**src/rtl/psum_accumulator_if.sv**
```systemverilog
// Bundles the command, product and result channels of the partial-sum stage.
// Latency: none. The interface only carries wires.
// Backpressure: each channel uses valid/ready. Status flags (done/err/ovf) have no handshake.
interface psum_accumulator_if #(
  parameter int PROD_W = 16,
  parameter int ACC_W  = 24,
  parameter int IDX_W  = 2
);
  logic                     cmd_valid;
  logic                     cmd_ready;
  logic [1:0]               cmd_op;
  logic                     prod_valid;
  logic                     prod_ready;
  logic signed [PROD_W-1:0] prod_data;
  logic                     out_valid;
  logic                     out_ready;
  logic signed [ACC_W-1:0]  out_data;
  logic                     out_spike;
  logic [IDX_W-1:0]         out_index;
  logic                     done;
  logic                     err;
  logic                     ovf;

  // Upstream controller / multiplier / neuron side
  modport master (
    output cmd_valid, cmd_op, prod_valid, prod_data, out_ready,
    input  cmd_ready, prod_ready, out_valid, out_data, out_spike, out_index, done, err, ovf
  );

  // Accumulator side
  modport slave (
    input  cmd_valid, cmd_op, prod_valid, prod_data, out_ready,
    output cmd_ready, prod_ready, out_valid, out_data, out_spike, out_index, done, err, ovf
  );
endinterface

```
**src/rtl/psum_accumulator.sv**
```systemverilog
// Saturating signed partial-sum accumulator. It takes clear/add/emit commands and emits the sum with a spike flag.
// Latency: a command lifts prod_ready/out_valid the next cycle. A product updates acc and re-arms cmd_ready the next cycle.
// Backpressure: one command at a time. S_ADD waits for prod_valid and S_EMIT holds the result until out_ready.
module psum_accumulator #(
  parameter int PROD_W      = 16,
  parameter int ACC_W       = 24,
  parameter int FILTER_LEN  = 3,
  parameter int NUM_OUTPUTS = 3,
  parameter int THRESH      = 64
) (
  input  logic              clk,
  input  logic              reset,
  psum_accumulator_if.slave bus
);
  localparam int IDX_W = (NUM_OUTPUTS > 1) ? $clog2(NUM_OUTPUTS) : 1;
  localparam int CNT_W = $clog2(FILTER_LEN + 2);

  localparam logic [1:0] OP_ADD   = 2'b00;
  localparam logic [1:0] OP_CLEAR = 2'b01;
  localparam logic [1:0] OP_EMIT  = 2'b10;

  localparam logic signed [ACC_W-1:0] ACC_MAX  = {1'b0, {(ACC_W-1){1'b1}}};
  localparam logic signed [ACC_W-1:0] ACC_MIN  = {1'b1, {(ACC_W-1){1'b0}}};
  localparam logic signed [ACC_W-1:0] THR      = ACC_W'(THRESH);
  localparam logic [CNT_W-1:0]        CNT_MAX  = CNT_W'(FILTER_LEN + 1);
  localparam logic [CNT_W-1:0]        CNT_EXP  = CNT_W'(FILTER_LEN);
  localparam logic [IDX_W-1:0]        IDX_LAST = IDX_W'(NUM_OUTPUTS - 1);

  typedef enum logic [1:0] {S_CMD, S_ADD, S_EMIT} state_t;

  state_t                   r_state,     w_state_nxt;
  logic signed [ACC_W-1:0]  r_acc,       w_acc_nxt;
  logic [CNT_W-1:0]         r_cnt,       w_cnt_nxt;
  logic [IDX_W-1:0]         r_idx,       w_idx_nxt;
  logic signed [ACC_W-1:0]  r_data,      w_data_nxt;
  logic                     r_spike,     w_spike_nxt;
  logic                     r_done,      w_done_nxt;
  logic                     r_err,       w_err_nxt;
  logic                     r_ovf,       w_ovf_nxt;
  logic                     r_cmd_rdy,   w_cmd_rdy_nxt;
  logic                     r_prod_rdy,  w_prod_rdy_nxt;
  logic                     r_out_vld,   w_out_vld_nxt;

  logic                     w_cmd_fire;
  logic                     w_prod_fire;
  logic                     w_out_fire;
  logic signed [ACC_W:0]    w_sum;
  logic                     w_clamp;
  logic signed [ACC_W-1:0]  w_sat;

  // The ready/valid flags are registered, so a handshake only needs the flag of the owning state.
  assign w_cmd_fire  = bus.cmd_valid  & r_cmd_rdy;
  assign w_prod_fire = bus.prod_valid & r_prod_rdy;
  assign w_out_fire  = bus.out_ready  & r_out_vld;

  // One guard bit above ACC_W catches the overflow. The top two bits disagree exactly when the sum left the range.
  assign w_sum   = {r_acc[ACC_W-1], r_acc}
                 + {{(ACC_W + 1 - PROD_W){bus.prod_data[PROD_W-1]}}, bus.prod_data};
  assign w_clamp = w_sum[ACC_W] ^ w_sum[ACC_W-1];
  assign w_sat   = w_clamp ? (w_sum[ACC_W] ? ACC_MIN : ACC_MAX) : w_sum[ACC_W-1:0];

  // Next-state, datapath updates and next values of the registered handshake flags
  always_comb begin
    w_state_nxt = r_state;
    w_acc_nxt   = r_acc;
    w_cnt_nxt   = r_cnt;
    w_idx_nxt   = r_idx;
    w_data_nxt  = r_data;
    w_spike_nxt = r_spike;
    w_done_nxt  = 1'b0;
    w_err_nxt   = r_err;
    w_ovf_nxt   = r_ovf;
    unique case (r_state)
      S_CMD: begin
        if (w_cmd_fire) begin
          case (bus.cmd_op)
            OP_CLEAR: begin
              w_acc_nxt = '0;
              w_cnt_nxt = '0;
              w_ovf_nxt = 1'b0;
            end
            OP_ADD:  w_state_nxt = S_ADD;
            OP_EMIT: begin
              w_data_nxt  = r_acc;
              w_spike_nxt = (r_acc >= THR);
              w_state_nxt = S_EMIT;
            end
            default: w_err_nxt = 1'b1;
          endcase
        end
      end
      S_ADD: begin
        if (w_prod_fire) begin
          w_acc_nxt   = w_sat;
          w_ovf_nxt   = r_ovf | w_clamp;
          w_cnt_nxt   = (r_cnt == CNT_MAX) ? r_cnt : r_cnt + 1'b1;
          w_state_nxt = S_CMD;
        end
      end
      S_EMIT: begin
        if (w_out_fire) begin
          if (r_cnt != CNT_EXP) w_err_nxt = 1'b1;
          if (r_idx == IDX_LAST) begin
            w_idx_nxt  = '0;
            w_done_nxt = 1'b1;
          end else begin
            w_idx_nxt = r_idx + 1'b1;
          end
          w_state_nxt = S_CMD;
        end
      end
      default: w_state_nxt = S_CMD;
    endcase
    w_cmd_rdy_nxt  = (w_state_nxt == S_CMD);
    w_prod_rdy_nxt = (w_state_nxt == S_ADD);
    w_out_vld_nxt  = (w_state_nxt == S_EMIT);
  end

  // State and every visible output are registered. Reset drops all handshake flags.
  always_ff @(posedge clk or posedge reset) begin
    if (reset) begin
      r_state    <= S_CMD;
      r_acc      <= '0;
      r_cnt      <= '0;
      r_idx      <= '0;
      r_data     <= '0;
      r_spike    <= 1'b0;
      r_done     <= 1'b0;
      r_err      <= 1'b0;
      r_ovf      <= 1'b0;
      r_cmd_rdy  <= 1'b0;
      r_prod_rdy <= 1'b0;
      r_out_vld  <= 1'b0;
    end else begin
      r_state    <= w_state_nxt;
      r_acc      <= w_acc_nxt;
      r_cnt      <= w_cnt_nxt;
      r_idx      <= w_idx_nxt;
      r_data     <= w_data_nxt;
      r_spike    <= w_spike_nxt;
      r_done     <= w_done_nxt;
      r_err      <= w_err_nxt;
      r_ovf      <= w_ovf_nxt;
      r_cmd_rdy  <= w_cmd_rdy_nxt;
      r_prod_rdy <= w_prod_rdy_nxt;
      r_out_vld  <= w_out_vld_nxt;
    end
  end

  assign bus.cmd_ready  = r_cmd_rdy;
  assign bus.prod_ready = r_prod_rdy;
  assign bus.out_valid  = r_out_vld;
  assign bus.out_data   = r_data;
  assign bus.out_spike  = r_spike;
  assign bus.out_index  = r_idx;
  assign bus.done       = r_done;
  assign bus.err        = r_err;
  assign bus.ovf        = r_ovf;
endmodule

```
**src/flat_wrapper.sv**
```systemverilog
// flat-port wrapper written by rule: the top's interface ports become plain ports
module psum_accumulator_flat 
#(
  parameter int PROD_W      = 16,
  parameter int ACC_W       = 24,
  parameter int FILTER_LEN  = 3,
  parameter int NUM_OUTPUTS = 3,
  parameter int THRESH      = 64
)
  (clk, reset, bus_cmd_valid, bus_cmd_op, bus_prod_valid, bus_prod_data, bus_out_ready, bus_cmd_ready, bus_prod_ready, bus_out_valid, bus_out_data, bus_out_spike, bus_out_index, bus_done, bus_err, bus_ovf);
  psum_accumulator_if #(.PROD_W(PROD_W), .ACC_W(ACC_W), .IDX_W((2))) bus_i ();
  input  logic clk;
  input  logic reset;
  input wire logic [$bits(bus_i.cmd_valid)-1:0] bus_cmd_valid;
  input wire logic [$bits(bus_i.cmd_op)-1:0] bus_cmd_op;
  input wire logic [$bits(bus_i.prod_valid)-1:0] bus_prod_valid;
  input wire logic [$bits(bus_i.prod_data)-1:0] bus_prod_data;
  input wire logic [$bits(bus_i.out_ready)-1:0] bus_out_ready;
  output wire logic [$bits(bus_i.cmd_ready)-1:0] bus_cmd_ready;
  output wire logic [$bits(bus_i.prod_ready)-1:0] bus_prod_ready;
  output wire logic [$bits(bus_i.out_valid)-1:0] bus_out_valid;
  output wire logic [$bits(bus_i.out_data)-1:0] bus_out_data;
  output wire logic [$bits(bus_i.out_spike)-1:0] bus_out_spike;
  output wire logic [$bits(bus_i.out_index)-1:0] bus_out_index;
  output wire logic [$bits(bus_i.done)-1:0] bus_done;
  output wire logic [$bits(bus_i.err)-1:0] bus_err;
  output wire logic [$bits(bus_i.ovf)-1:0] bus_ovf;
  assign bus_i.cmd_valid = bus_cmd_valid;
  assign bus_i.cmd_op = bus_cmd_op;
  assign bus_i.prod_valid = bus_prod_valid;
  assign bus_i.prod_data = bus_prod_data;
  assign bus_i.out_ready = bus_out_ready;
  assign bus_cmd_ready = bus_i.cmd_ready;
  assign bus_prod_ready = bus_i.prod_ready;
  assign bus_out_valid = bus_i.out_valid;
  assign bus_out_data = bus_i.out_data;
  assign bus_out_spike = bus_i.out_spike;
  assign bus_out_index = bus_i.out_index;
  assign bus_done = bus_i.done;
  assign bus_err = bus_i.err;
  assign bus_ovf = bus_i.ovf;
  psum_accumulator #(.PROD_W(PROD_W), .ACC_W(ACC_W), .FILTER_LEN(FILTER_LEN), .NUM_OUTPUTS(NUM_OUTPUTS), .THRESH(THRESH)) u_core (.clk(clk), .reset(reset), .bus(bus_i));
endmodule
```
**config.mk**
```make
export PLATFORM = sky130hd
export DESIGN_NAME = psum_accumulator_flat
export DESIGN_NICKNAME = d
export VERILOG_FILES = /design/src/rtl/psum_accumulator_if.sv /design/src/rtl/psum_accumulator.sv /design/src/flat_wrapper.sv
export SDC_FILE = /design/constraint.sdc
export NUM_CORES = 1
export LEC_CHECK = 0
export CAP_MARGIN = 10
export CORE_AREA = 2 2 92 77
export DETAILED_ROUTE_END_ITERATION = 10
export DIE_AREA = 0 0 94 79
export DONT_BUFFER_PORTS = 1
export GPL_TIMING_DRIVEN = 0
export PLACE_DENSITY = 0.74
export RECOVER_POWER = 25
export SYNTH_ARGS = -nofsm -noshare
export SYNTH_HDL_FRONTEND = slang
export SYNTH_SLANG_ARGS = --single-unit
```
**constraint.sdc**
```tcl
create_clock -name clk -period 3.5 [get_ports clk]
set_input_delay 0.525 -clock clk [delete_from_list [all_inputs] [get_ports clk]]
set_output_delay 0.525 -clock clk [all_outputs]
set_load 0.02 [all_outputs]
```
Word level (Yosys, flattened, before mapping)
Cells that the tools add are included.

storage, ports and cells
  bits in registers = 62
  input bits = 23
  output and inout bits = 33

operators by class
  multiplexer cells = 29
  equality and inequality tests = 16
  add/sub/neg operators = 3
  bitwise gates (word level) = 5
  reductions and logical operators = 11
  $lt $le $gt $ge = 1

operator list
  kind                                                                 number
  two-way mux 24 bit                                                   5
  case mux 24 bit (2 select lines)                                     1
  adder 24 x 16 -> 25 bit                                              1
  greater-or-equal comparator 24 x 8 -> 1 bit (second input constant)  1
  two-way mux 3 bit                                                    4
  two-way mux 1 bit                                                    10
  AND reduction 5 bit                                                  2
  == test 2 bit (second input constant)                                4
  two-way mux 2 bit                                                    4
  inequality test 2 x 1 -> 1 bit (second input constant)               4
  == test 2 x 1 -> 1 bit (second input constant)                       3
  zero test 2 bit                                                      3
  inequality test 2 bit (second input constant)                        3
  case mux 2 bit (3 select lines)                                      1
  case mux 3 bit (2 select lines)                                      1
  case mux 1 bit (2 select lines)                                      2
  case mux 2 bit (2 select lines)                                      1
  AND reduction 4 bit                                                  1
  nonzero test 2 bit                                                   2
  adder 3 x 1 -> 3 bit (second input constant)                         1
  AND 1 bit                                                            3
  == test 3 bit (second input constant)                                1
  inequality test 3 x 2 -> 1 bit (second input constant)               1
  AND reduction 3 bit                                                  1
  5 further kinds                                                      5

Depth between registers and ports, before layout
Gate-level depths: netlist of the first run.

  word-level depth = 5
  depth in mapped cells = 11
  depth with buffers taken out = 10

Worst setup path before layout of the first run
No wires, ideal clock.

  kind = in2reg
  start = input bus_prod_data[0]
  end = register u_core.r_acc[21]
  path buffers = 1
  data required time = 3.375 ns
  data arrival time = 2.740 ns
  slack = 0.635 ns
  stages on the path = 11
  library setup time = 0.125 ns
  path through = ha_1 > fa_1 > a211oi_2 > o211ai_2 > a311o_1 > o21ai_2 > a21o_1 > a31oi_1 > o21ai_2 > buf_4 > o21ai_1

on the way
  cells in the longest elaborated chain, start to end = 5

ends and longest elaborated chain
  element                                                         RTL line                                        source
  from (decl)                                                     flat_wrapper.sv:17                              input wire logic [$bits(bus_i.prod_data)-1:0] bus_prod_data;
  adder 24 x 16 -> 25 bit (*)                                     psum_accumulator.sv:58                          + {{(ACC_W + 1 - PROD_W){bus.prod_data[PROD_W-1]}}, bus.prod_data};
  two-way mux 24 bit / bitwise XOR 1 bit (equally long branches)  psum_accumulator.sv:60, psum_accumulator.sv:59
  two-way mux 24 bit (*)                                          psum_accumulator.sv:60                          assign w_sat = w_clamp ? (w_sum[ACC_W] ? ACC_MIN : ACC_MAX) : w_sum[ACC_W-1:0];
  two-way mux 24 bit (*)                                          psum_accumulator.sv:93                          if (w_prod_fire) begin
  case mux 24 bit (2 select lines) (*)                            psum_accumulator.sv:73                          unique case (r_state)
  to (signal assigned)                                            psum_accumulator.sv:136                         r_acc <= w_acc_nxt;
  to (decl)                                                       psum_accumulator.sv:32                          logic signed [ACC_W-1:0] r_acc, w_acc_nxt;

Mark *: on every way between the ends. The rest lies on a longest branch, timed or not. The select of a mux whose other input is x is not followed.
A chain may end at the register's enable or synchronous reset.

Worst setup path after layout of the first run
  start = register u_core.r_acc[0]
  end = register u_core.r_acc[12]

on the way
  cells in the longest elaborated chain, start to end = 5

ends and longest elaborated chain
  element                                                         RTL line
  adder 24 x 16 -> 25 bit (*)                                     psum_accumulator.sv:58
  two-way mux 24 bit / bitwise XOR 1 bit (equally long branches)  psum_accumulator.sv:60, psum_accumulator.sv:59
  two-way mux 24 bit (*)                                          psum_accumulator.sv:60
  two-way mux 24 bit (*)                                          psum_accumulator.sv:93
  case mux 24 bit (2 select lines) (*)                            psum_accumulator.sv:73

Marked as above.

==> flow_results.xml, run 1 <==
<?xml version="1.0" encoding="UTF-8"?>
<metrics>
  <group name="status">
    <metric name="outcome" unit="">finished, violations left</metric>
    <metric name="violations" unit="">capacitance limit, slew limit</metric>
  </group>
  <group name="clocking">
    <metric name="postCtsHoldBufs" unit="">0</metric>
    <metric name="tritoncts.num_buffers" unit="">9</metric>
    <metric name="clock-root-buffer" unit="">sky130_fd_sc_hd__clkbuf_8</metric>
    <metric name="cts_tree" unit="">built</metric>
    <metric name="cts.reportedPaths.clkPinSlew" unit="ps">80</metric>
    <metric name="clock_tree.htree_level_count" unit="">3</metric>
    <metric name="ctsLongestPathBuffers" unit="">2</metric>
    <metric name="numClockSinks" unit="">62</metric>
    <metric name="clk_latency" unit="ps">350</metric>
    <metric name="post_cts.repair.setup_buffers" unit="">0</metric>
    <metric name="number_of_gates_given_a_new_drive_strength_after_cts" unit="">0</metric>
  </group>
  <group name="drt">
    <metric name="routed_wirelength" unit="um">8440</metric>
    <metric name="drt_drc_violations_left" unit="">0</metric>
    <metric name="detailroute.via_count" unit="">2996</metric>
    <metric name="vias_per_std_cell" unit="">6.05</metric>
    <metric name="wire_per_inst" unit="um">17.0</metric>
    <metric name="detailedRoute.firstPassIterationCount" unit="">4</metric>
    <metric name="count_of_routing_violations_after_the_opening_detailed_route_iteration" unit="">208</metric>
    <metric name="antenna_nets_post_route" unit="">0</metric>
  </group>
  <group name="cells_and_area">
    <metric name="design_area" unit="um^2">4100</metric>
    <metric name="antennaDiodeCount" unit="">0</metric>
    <metric name="areaGrowthSynthToFinish" unit="%">8.18</metric>
    <metric name="design.final.nets" unit="">454</metric>
    <metric name="post_route_cells_drive_above_1_share" unit="%">15.2</metric>
  </group>
  <group name="sta">
    <metric name="setup_viol" unit="">0</metric>
    <metric name="final-hold-violation-count" unit="">0</metric>
    <metric name="timing.hold.ws" unit="ps">182</metric>
    <metric name="fin_crit" unit="ps">3200</metric>
    <metric name="slew_viol_final" unit="">44</metric>
    <metric name="final_critical_path_setup_slack" unit="ps">304</metric>
    <metric name="worst_pin_slew" unit="ps">2270</metric>
    <metric name="maxSlewHeadroom" unit="%">-51.5</metric>
    <metric name="fin_setup_tns" unit="ps">0</metric>
    <metric name="rsz0062_at_grt" unit="">false</metric>
    <metric name="fmax" unit="MHz">313</metric>
    <metric name="fin_worst_skew" unit="ps">8.35</metric>
    <metric name="layout_worst_path_cycle_share" unit="%">91.3</metric>
  </group>
  <group name="setup_path">
    <metric name="arrival" unit="ps">3420</metric>
    <metric name="crit_type" unit="">reg2reg</metric>
    <metric name="crit_path_max_incr_delay" unit="ps">440</metric>
    <metric name="worst_path_most_repeated_cell" unit="">sky130_fd_sc_hd__o21ai_2</metric>
    <metric name="crit_required" unit="ps">3730</metric>
    <metric name="setup.worst_path.start_class" unit="">flop</metric>
    <metric name="crit_chain" unit="">ha_1, fa_1, a211oi_2, o211ai_2, a311o_1, o21ai_2, a21o_1, a31oi_1, o21ai_2, buf_4, o21ai_1</metric>
    <metric name="worst-path-max-fanout" unit="">10</metric>
    <metric name="crit_slowest_cell" unit="">sky130_fd_sc_hd__fa_1</metric>
    <metric name="path_delay_family" unit="">compound AO/OA/AOI/OAI gates</metric>
    <metric name="worstPathBufferInverterCount" unit="">1</metric>
    <metric name="end_kind" unit="">flop</metric>
  </group>
  <group name="placed_design">
    <metric name="hpwl" unit="um">6220</metric>
    <metric name="placement.io_buffers" unit="">0</metric>
    <metric name="post_dp_cell_area" unit="um^2">3920</metric>
    <metric name="gp_routability_congestion" unit="">0.890</metric>
    <metric name="place_ws" unit="ps">215</metric>
  </group>
  <group name="die">
    <metric name="initial_utilization" unit="%">57.5</metric>
    <metric name="area_of_the_die" unit="um^2">7430</metric>
    <metric name="coreArea" unit="um^2">6590</metric>
    <metric name="die_y" unit="um">79</metric>
    <metric name="num_io_pins" unit="">56</metric>
    <metric name="placement_row_count" unit="">27</metric>
    <metric name="die_x" unit="um">94</metric>
  </group>
  <group name="synth">
    <metric name="syn_avg_cell_area" unit="um^2">9.70</metric>
    <metric name="yosysTopAreaCellShare" unit="%">40.9</metric>
    <metric name="synth.yosys.warnings" unit="">0</metric>
    <metric name="synthMostInstantiatedCell" unit="">sky130_fd_sc_hd__dfrtp_1</metric>
    <metric name="synthesized_net_count" unit="">442</metric>
    <metric name="synthTopCellsByArea" unit="">sky130_fd_sc_hd__dfrtp_1 41%, sky130_fd_sc_hd__ha_1 8.9%, sky130_fd_sc_hd__mux2_2 7.4%</metric>
    <metric name="synth-seq-cells" unit="">62</metric>
    <metric name="synth_edf_count" unit="">0</metric>
    <metric name="post_synth_num_cell_types" unit="">61</metric>
    <metric name="netlist_instances" unit="">391</metric>
    <metric name="seq_area_frac_synth" unit="%">40.9</metric>
    <metric name="synth_area_leader" unit="">sky130_fd_sc_hd__dfrtp_1</metric>
    <metric name="ys_dominant_reg_cell" unit="">sky130_fd_sc_hd__dfrtp_1</metric>
    <metric name="postSynth.asyncResetShare" unit="%">100</metric>
    <metric name="synth_commonest_cells" unit="">62 x sky130_fd_sc_hd__dfrtp_1, 52 x sky130_fd_sc_hd__nand2_1, 40 x sky130_fd_sc_hd__nor2_1</metric>
    <metric name="syn-cell-area" unit="um^2">3790</metric>
  </group>
  <group name="global_routing">
    <metric name="grt_first_pass_wirelength" unit="um">13900</metric>
    <metric name="largest_net_degree_at_the_start_of_global_routing" unit="">44</metric>
    <metric name="grt-ovfl-total" unit="">0</metric>
    <metric name="antenna_found_initial" unit="">0</metric>
    <metric name="global_route.usage.total" unit="%">24.2</metric>
    <metric name="grt_pass1_vias" unit="">2833</metric>
  </group>
  <group name="power">
    <metric name="static_leak" unit="nW">1.99</metric>
    <metric name="peakVddDrop" unit="uV">447</metric>
    <metric name="power_per_cell_area" unit="nW/um^2">962</metric>
    <metric name="total_power" unit="mW">3.94</metric>
  </group>
  <group name="job">
    <metric name="cap_viol_max_count" unit="">1</metric>
  </group>
  <group name="min_path">
    <metric name="hold_path.class" unit="">in2async</metric>
  </group>
</metrics>
## stage by stage
step                instances  util [%]
floorplan                 391         -
global placement          478      59.2
detailed placement        479      59.5
CTS                       495      62.5
global route              495      62.3
finish                    495      62.3
## cell usage in the layout (no fill, tap or decap), types with 3 or more instances in the layout
cell / n
sky130_fd_sc_hd__a211oi_1: 4
sky130_fd_sc_hd__a21o_1: 11
sky130_fd_sc_hd__a21oi_1: 19
sky130_fd_sc_hd__a311o_1: 3
sky130_fd_sc_hd__a31oi_1: 3
sky130_fd_sc_hd__buf_2: 5
sky130_fd_sc_hd__buf_4: 3
sky130_fd_sc_hd__clkbuf_1: 8
sky130_fd_sc_hd__clkbuf_8: 9
sky130_fd_sc_hd__dfrtp_1: 62
sky130_fd_sc_hd__ha_1: 27
sky130_fd_sc_hd__inv_1: 8
sky130_fd_sc_hd__mux2_2: 25
sky130_fd_sc_hd__nand2_1: 52
sky130_fd_sc_hd__nand3_1: 5
sky130_fd_sc_hd__nor2_1: 40
sky130_fd_sc_hd__nor3_1: 6
sky130_fd_sc_hd__nor4_1: 5
sky130_fd_sc_hd__o211ai_1: 5
sky130_fd_sc_hd__o21ai_0: 8
sky130_fd_sc_hd__o21ai_1: 22
sky130_fd_sc_hd__o22ai_1: 4
sky130_fd_sc_hd__or3_1: 3
sky130_fd_sc_hd__xnor2_1: 9
sky130_fd_sc_hd__xor2_1: 8
## routing by layer
metal / track usage, % / wire length (um)
met1: 33.1 / 3940
met2: 37.2 / 3810
met3: 6.83 / 567
met4: 7.97 / 118
met5: 0 / 0
## report_power, final
group	total, mW	internal [mW]	switching (mW)
Sequential	1.48	1.01	0.478
Combinational	1.82	0.786	1.04
Clock	0.637	0.331	0.307
## kinds of logic (layout without fill, tap and decap cells)
family          after synthesis  count (layout)  share of synthesized area [%]
flops                        62              62                           40.9
simple gates                127             127                           14.9
mux                          25              25                           7.43
fa+ha+maj                    28              28                           9.44
compound gates              107             107                           19.8
buf+inv                      23              40                           2.74
xor+xnor                     19              19                           4.79
## worst reg2reg max path: cells and delay by family, from the launching register on
family	cells	cell delay, ps
flip-flops	1	420
AO/OA/AOI/OAI	8	1770
buffers and inverters	1	210
adder cells (fa/ha/maj)	2	680
## sequential cells by signal, indices dropped and copies added, names as in the netlist
| register | cells |
|---|---|
| u_core.r_acc | 24 |
| u_core.bus.done | 1 |
| u_core.bus.cmd_ready | 1 |
| u_core.bus.out_spike | 1 |
| u_core.bus.out_data | 24 |
| u_core.bus.err | 1 |
| u_core.bus.prod_ready | 1 |
| u_core.bus.out_index | 2 |
| u_core.bus.ovf | 1 |
| u_core.bus.out_valid | 1 |
| u_core.r_state | 2 |
| u_core.r_cnt | 3 |
## area by class of cell
| cell class | instances | area (um^2) |
|---|---|---|
| Clock inverter | 7 | 73.8 |
| Sequential cell | 62 | 1550 |
| Timing Repair Buffer | 1 | 3.75 |
| Multi-Input combinational cell | 306 | 2140 |
| Fill cell | 536 | 2490 |
| Clock buffer | 9 | 124 |
| Tap cell | 87 | 109 |
| Inverter | 8 | 30.0 |
| Buffer | 15 | 73.8 |
## final timing paths
| path | end | slack, ps | from | cells past startpoint |
|---|---|---|---|---|
| min reg2reg | u_core.r_cnt[1]$_DFFE_PP0P_ | 540 | u_core.r_cnt[1]$_DFFE_PP0P_ | 1 |
| min in group clk | u_core.bus.err$_DFFE_PP0P_ | 340 | bus_cmd_op[1] | 1 |
| min | u_core.bus.out_data[3]$_DFFE_PP0P_ | 180 | reset | 1 |
| max reg2reg | u_core.r_acc[12]$_DFFE_PP0P_ | 300 | u_core.r_acc[0]$_DFFE_PP0P_ | 11 |
| max | u_core.r_acc[12]$_DFFE_PP0P_ | 300 | u_core.r_acc[0]$_DFFE_PP0P_ | 11 |
| max in group asynchronous | u_core.r_acc[12]$_DFFE_PP0P_ | 740 | reset | 2 |
(Power assumes the default switching activity.)
==> run 2: changes to the inputs <==
Settings changed: GPL_ROUTABILITY_DRIVEN set to 0.
==> flow_results.xml, run 2 (synthesized netlist as in run 1, its figures left out) <==
<?xml version="1.0" encoding="UTF-8"?>
<metrics>
  <group name="status">
    <metric name="outcome" unit="">finished, violations left</metric>
    <metric name="violations" unit="">capacitance limit, slew limit</metric>
  </group>
  <group name="setup_path">
    <metric name="crit_required" unit="ps">3730</metric>
    <metric name="worst_r2r_endpoint" unit="">u_core.r_acc[13]$_DFFE_PP0P_</metric>
    <metric name="regToRegStartpoint" unit="">u_core.r_acc[0]$_DFFE_PP0P_</metric>
    <metric name="worst-path-max-fanout" unit="">10</metric>
    <metric name="crit_end" unit="">u_core.r_acc[13]$_DFFE_PP0P_</metric>
    <metric name="arrival" unit="ps">3470</metric>
    <metric name="setup.worst_path.start" unit="">u_core.r_acc[0]$_DFFE_PP0P_</metric>
    <metric name="flop_to_flop_setup_slack" unit="ps">260</metric>
    <metric name="worstRegToRegCells" unit="">11</metric>
    <metric name="end_kind" unit="">flop</metric>
    <metric name="setup.worst_path.start_class" unit="">flop</metric>
    <metric name="crit_type" unit="">reg2reg</metric>
  </group>
  <group name="clocking">
    <metric name="clk_latency" unit="ps">350</metric>
    <metric name="numClockSinks" unit="">62</metric>
    <metric name="clock-root-buffer" unit="">sky130_fd_sc_hd__clkbuf_8</metric>
    <metric name="tritoncts.num_buffers" unit="">9</metric>
    <metric name="ctsLongestPathBuffers" unit="">2</metric>
    <metric name="cts.reportedPaths.clkPinSlew" unit="ps">70</metric>
    <metric name="postCtsHoldBufs" unit="">0</metric>
    <metric name="clock_tree.htree_level_count" unit="">3</metric>
    <metric name="post_cts.repair.setup_buffers" unit="">0</metric>
    <metric name="number_of_gates_given_a_new_drive_strength_after_cts" unit="">0</metric>
    <metric name="cts_tree" unit="">built</metric>
  </group>
  <group name="cells_and_area">
    <metric name="postLayoutCoreUtil" unit="%">61.9</metric>
    <metric name="layout_filler_cell_count" unit="">552</metric>
    <metric name="most-common-layout-cells" unit="">62 x sky130_fd_sc_hd__dfrtp_1, 52 x sky130_fd_sc_hd__nand2_1, 40 x sky130_fd_sc_hd__nor2_1</metric>
    <metric name="post_route_cells_drive_above_1_share" unit="%">15.2</metric>
    <metric name="register_area" unit="um^2">1550</metric>
    <metric name="final_common_cell" unit="">sky130_fd_sc_hd__dfrtp_1</metric>
    <metric name="multi_input_area" unit="um^2">2140</metric>
    <metric name="antennaDiodeCount" unit="">0</metric>
    <metric name="design.final.nets" unit="">454</metric>
    <metric name="areaGrowthSynthToFinish" unit="%">7.56</metric>
  </group>
  <group name="power">
    <metric name="static_leak" unit="nW">1.97</metric>
    <metric name="peakVddDrop" unit="uV">366</metric>
    <metric name="p_switching" unit="mW">1.84</metric>
    <metric name="power.share.combinational" unit="%">47.4</metric>
    <metric name="power_per_cell_area" unit="nW/um^2">954</metric>
    <metric name="clockPowerShare" unit="%">14.6</metric>
    <metric name="share_seq_of_total_power" unit="%">38.0</metric>
    <metric name="netSwitchingFraction" unit="%">47.3</metric>
    <metric name="internal_power" unit="mW">2.05</metric>
  </group>
  <group name="drt">
    <metric name="drt_drc_violations_left" unit="">0</metric>
    <metric name="wire_per_inst" unit="um">17.4</metric>
    <metric name="detailroute.via_count" unit="">3015</metric>
    <metric name="vias_per_std_cell" unit="">6.09</metric>
    <metric name="routed_wirelength" unit="um">8630</metric>
    <metric name="detailedRoute.firstPassIterationCount" unit="">4</metric>
    <metric name="count_of_routing_violations_after_the_opening_detailed_route_iteration" unit="">214</metric>
    <metric name="antenna_nets_post_route" unit="">0</metric>
  </group>
  <group name="die">
    <metric name="num_io_pins" unit="">56</metric>
    <metric name="placement_row_count" unit="">27</metric>
    <metric name="initial_utilization" unit="%">57.5</metric>
    <metric name="die_y" unit="um">79</metric>
    <metric name="coreArea" unit="um^2">6590</metric>
    <metric name="die_x" unit="um">94</metric>
    <metric name="area_of_the_die" unit="um^2">7430</metric>
  </group>
  <group name="sta">
    <metric name="final-hold-violation-count" unit="">0</metric>
    <metric name="maxSlewHeadroom" unit="%">-47.2</metric>
    <metric name="slew_viol_final" unit="">43</metric>
    <metric name="worst_pin_slew" unit="ps">2210</metric>
    <metric name="layout_worst_path_cycle_share" unit="%">92.7</metric>
    <metric name="fin_worst_skew" unit="ps">7.21</metric>
    <metric name="setup_viol" unit="">0</metric>
    <metric name="fin_setup_tns" unit="ps">0</metric>
    <metric name="rsz0062_at_grt" unit="">false</metric>
    <metric name="fin_crit" unit="ps">3240</metric>
    <metric name="fmax" unit="MHz">308</metric>
  </group>
  <group name="placed_design">
    <metric name="placement.io_buffers" unit="">0</metric>
    <metric name="hpwl" unit="um">6360</metric>
  </group>
  <group name="global_routing">
    <metric name="global_route.usage.total" unit="%">25.2</metric>
    <metric name="grt_first_pass_wirelength" unit="um">14600</metric>
    <metric name="largest_net_degree_at_the_start_of_global_routing" unit="">43</metric>
    <metric name="antenna_found_initial" unit="">0</metric>
    <metric name="grt-ovfl-total" unit="">0</metric>
    <metric name="grt_pass1_vias" unit="">3052</metric>
  </group>
  <group name="min_path">
    <metric name="hold_path.class" unit="">in2async</metric>
  </group>
  <group name="job">
    <metric name="cap_viol_max_count" unit="">1</metric>
  </group>
</metrics>
[run 2: how the worst min path moves through the flow]
stage,start,to,slack (ps)
after floorplan,u_core.r_cnt[0]$_DFFE_PP0P_,u_core.r_cnt[0]$_DFFE_PP0P_,480
after global placement,u_core.r_cnt[1]$_DFFE_PP0P_,u_core.r_cnt[1]$_DFFE_PP0P_,510
after detailed placement,reset,u_core.r_acc[4]$_DFFE_PP0P_,460
after CTS,reset,u_core.r_acc[4]$_DFFE_PP0P_,90
after global routing,reset,u_core.bus.out_data[4]$_DFFE_PP0P_,280
final,reset,u_core.bus.out_data[4]$_DFFE_PP0P_,220
[run 2: final cells by class]
cell class	instances	area share, %
Tap cell	87	2.67
Timing Repair Buffer	1	0.0921
Inverter	8	0.736
Clock inverter	7	1.23
Multi-Input combinational cell	306	52.4
Clock buffer	9	3.04
Buffer	15	1.81
Sequential cell	62	38.0
[run 2: power groups by stage]
stage,sequential [mW],clock [mW],combinational (mW)
after global placement,1.48,0,1.75
after detailed placement,1.49,0,1.82
after global routing,1.53,0.615,2.07
after floorplan,1.39,0,1.49
after CTS,1.48,0.568,1.83
final,1.48,0.567,1.84
[run 2: through the flow]
step                      hold WS, ps  std cells  setup WS (ps)  power [mW]  instance area, um^2
after floorplan                   485        391            635        2.88                 3790
after global placement            510        478            249        3.23                 3900
after detailed placement          458        479            213        3.31                 3920
after CTS                        86.6        495            291        3.88                 4090
after global routing              283        495           59.6        4.21                 4080
final                             217        495            257        3.89                 4080
[run 2: worst max-delay path: stages (launching register included)]
cell                       delay (ps)
sky130_fd_sc_hd__dfrtp_1          420
sky130_fd_sc_hd__ha_1             240
sky130_fd_sc_hd__fa_1             430
sky130_fd_sc_hd__a211oi_2         280
sky130_fd_sc_hd__o211ai_2         180
sky130_fd_sc_hd__a311o_1          390
sky130_fd_sc_hd__o21ai_2          300
sky130_fd_sc_hd__a21o_1           170
sky130_fd_sc_hd__a31oi_1          180
sky130_fd_sc_hd__o21ai_2          210
sky130_fd_sc_hd__buf_4            230
sky130_fd_sc_hd__o21ai_1          100
[run 2: metal layers]
metal  track usage [%]  part of all wire [%]  vias to the layer above  wire (um)
li1                  -                     -                     1457          -
met1              33.8                    46                     1440       3980
met2              39.1                    45                      110       3890
met3              9.30                   8.2                        8        704
met4              5.65                  0.68                        0         59
met5                 0                     0                        -          0
==> run 3: changes to the inputs <==
Settings changed: CORE_AREA 2 2 92 77 to 2 2 101 83, DIE_AREA 0 0 94 79 to 0 0 103 85, PLACE_DENSITY 0.74 to unset.
==> flow_results.xml, run 3 (synthesized netlist as in run 1, its figures left out) <==
<?xml version="1.0" encoding="UTF-8"?>
<metrics>
  <group name="status">
    <metric name="outcome" unit="">finished, violations left</metric>
    <metric name="violations" unit="">capacitance limit, slew limit</metric>
  </group>
  <group name="clocking">
    <metric name="ctsLongestPathBuffers" unit="">2</metric>
    <metric name="numClockSinks" unit="">62</metric>
    <metric name="number_of_gates_given_a_new_drive_strength_after_cts" unit="">0</metric>
    <metric name="cts.reportedPaths.clkPinSlew" unit="ps">80</metric>
    <metric name="cts_tree" unit="">built</metric>
    <metric name="post_cts.repair.setup_buffers" unit="">0</metric>
    <metric name="tritoncts.num_buffers" unit="">9</metric>
    <metric name="clk_latency" unit="ps">350</metric>
    <metric name="clock_tree.htree_level_count" unit="">3</metric>
    <metric name="postCtsHoldBufs" unit="">0</metric>
    <metric name="clock-root-buffer" unit="">sky130_fd_sc_hd__clkbuf_8</metric>
  </group>
  <group name="power">
    <metric name="power_per_cell_area" unit="nW/um^2">970</metric>
    <metric name="static_leak" unit="nW">1.99</metric>
    <metric name="peakVddDrop" unit="uV">412</metric>
  </group>
  <group name="drt">
    <metric name="wire_per_inst" unit="um">16.8</metric>
    <metric name="detailroute.via_count" unit="">2961</metric>
    <metric name="drt_drc_violations_left" unit="">0</metric>
    <metric name="count_of_routing_violations_after_the_opening_detailed_route_iteration" unit="">86</metric>
    <metric name="vias_per_std_cell" unit="">5.74</metric>
    <metric name="antenna_nets_post_route" unit="">0</metric>
    <metric name="routed_wirelength" unit="um">8660</metric>
    <metric name="detailedRoute.firstPassIterationCount" unit="">4</metric>
  </group>
  <group name="sta">
    <metric name="fin_crit" unit="ps">3290</metric>
    <metric name="setup_viol" unit="">0</metric>
    <metric name="rsz0062_at_grt" unit="">false</metric>
    <metric name="slew_viol_final" unit="">32</metric>
    <metric name="worst_pin_slew" unit="ps">1690</metric>
    <metric name="fin_worst_skew" unit="ps">12.2</metric>
    <metric name="fin_setup_tns" unit="ps">0</metric>
    <metric name="timing.hold.ws" unit="ps">347</metric>
    <metric name="fmax" unit="MHz">304</metric>
    <metric name="maxSlewHeadroom" unit="%">-12.4</metric>
    <metric name="layout_worst_path_cycle_share" unit="%">94.1</metric>
    <metric name="final-hold-violation-count" unit="">0</metric>
  </group>
  <group name="die">
    <metric name="coreArea" unit="um^2">7760</metric>
    <metric name="placement_row_count" unit="">29</metric>
    <metric name="die_x" unit="um">103</metric>
    <metric name="area_of_the_die" unit="um^2">8760</metric>
    <metric name="initial_utilization" unit="%">48.8</metric>
    <metric name="num_io_pins" unit="">56</metric>
    <metric name="die_y" unit="um">85</metric>
  </group>
  <group name="min_path">
    <metric name="hold_path.class" unit="">in2reg</metric>
  </group>
  <group name="setup_path">
    <metric name="crit_type" unit="">reg2reg</metric>
    <metric name="end_kind" unit="">flop</metric>
    <metric name="crit_chain" unit="">ha_1, fa_1, a211oi_2, o211ai_2, a311o_1, o21ai_2, a31oi_2, xnor2_2, buf_2, nor2_1, o21ai_1</metric>
    <metric name="worstPathBufferInverterCount" unit="">1</metric>
    <metric name="crit_required" unit="ps">3770</metric>
    <metric name="setup.worst_path.start_class" unit="">flop</metric>
    <metric name="crit_slowest_cell" unit="">sky130_fd_sc_hd__fa_1</metric>
    <metric name="arrival" unit="ps">3560</metric>
    <metric name="worst-path-max-fanout" unit="">10</metric>
    <metric name="crit_path_max_incr_delay" unit="ps">440</metric>
    <metric name="path_delay_family" unit="">compound AO/OA/AOI/OAI gates</metric>
  </group>
  <group name="placed_design">
    <metric name="hpwl" unit="um">6550</metric>
    <metric name="placement.io_buffers" unit="">0</metric>
    <metric name="placed_cells" unit="">500</metric>
  </group>
  <group name="cells_and_area">
    <metric name="postLayoutCoreUtil" unit="%">53.6</metric>
    <metric name="layout_filler_cell_count" unit="">734</metric>
    <metric name="post_route_cells_drive_above_1_share" unit="%">15.2</metric>
    <metric name="final_common_cell" unit="">sky130_fd_sc_hd__dfrtp_1</metric>
    <metric name="stdcell_count" unit="">516</metric>
    <metric name="areaGrowthSynthToFinish" unit="%">9.74</metric>
    <metric name="antennaDiodeCount" unit="">0</metric>
    <metric name="design.final.nets" unit="">454</metric>
    <metric name="most-common-layout-cells" unit="">62 x sky130_fd_sc_hd__dfrtp_1, 52 x sky130_fd_sc_hd__nand2_1, 40 x sky130_fd_sc_hd__nor2_1</metric>
  </group>
  <group name="global_routing">
    <metric name="grt_first_pass_wirelength" unit="um">14700</metric>
    <metric name="grt_pass1_vias" unit="">2920</metric>
    <metric name="antenna_found_initial" unit="">0</metric>
    <metric name="global_route.usage.total" unit="%">21.9</metric>
    <metric name="grt-ovfl-total" unit="">0</metric>
    <metric name="largest_net_degree_at_the_start_of_global_routing" unit="">33</metric>
  </group>
  <group name="job">
    <metric name="cap_viol_max_count" unit="">1</metric>
  </group>
</metrics>
## run 3: worst paths after layout
check | startpoint | end | slack [ps] | cells after the start
setup reg to reg | u_core.r_acc[0]$_DFFE_PP0P_ | u_core.r_acc[13]$_DFFE_PP0P_ | 210 | 11
setup / recovery | u_core.r_acc[0]$_DFFE_PP0P_ | u_core.r_acc[13]$_DFFE_PP0P_ | 210 | 11
max in group asynchronous | reset | u_core.bus.out_data[18]$_DFFE_PP0P_ | 950 | 2
hold / removal | bus_cmd_op[1] | u_core.bus.err$_DFFE_PP0P_ | 350 | 1
min in group asynchronous | reset | u_core.r_state[0]$_DFF_PP0_ | 390 | 1
hold reg to reg | u_core.r_cnt[1]$_DFFE_PP0P_ | u_core.r_cnt[1]$_DFFE_PP0P_ | 530 | 1
## run 3: area by class of cell
class	count	area, um^2	share of cell area, %
repair buffers	1	3.75	0.0902
clock inverters	6	92.6	2.23
clock buffers	10	138	3.31
multi-input cells	306	2140	51.3
inverters	8	30.0	0.722
plain buffers	15	73.8	1.77
well taps	108	135	3.25
flip-flops and latches	62	1550	37.3
## run 3: worst reg2reg max path, delay by kind of cell (launching register included)
| family | cells | cell delay (ps) |
|---|---|---|
| compound gates | 6 | 1450 |
| fa+ha+maj | 2 | 680 |
| flops | 1 | 430 |
| buf+inv | 1 | 310 |
| xor+xnor | 1 | 270 |
| simple gates | 1 | 80 |
## run 3: where the power goes
group | leakage [nW] | internal (mW) | total, mW | switching, mW
Sequential | 0.831 | 1.01 | 1.48 | 0.476
Clock | 0.109 | 0.424 | 0.733 | 0.309
Combinational | 1.05 | 0.785 | 1.82 | 1.03
## run 3: layer usage
layer	track usage, %	vias up	part of all wire [%]
met3	6.59	11	5.2
li1	-	1458	-
met5	0	-	0
met2	31.8	65	44
met1	31.8	1427	50
met4	5.62	0	1.4
## run 3: metrics by stage
step	area, um^2	power [mW]	setup WS (ps)
after floorplan	3790	2.88	635
after global placement	3930	3.27	205
after detailed placement	3950	3.32	158
after CTS	4180	4.07	242
after global routing	4160	4.38	32.6
final	4160	4.03	206
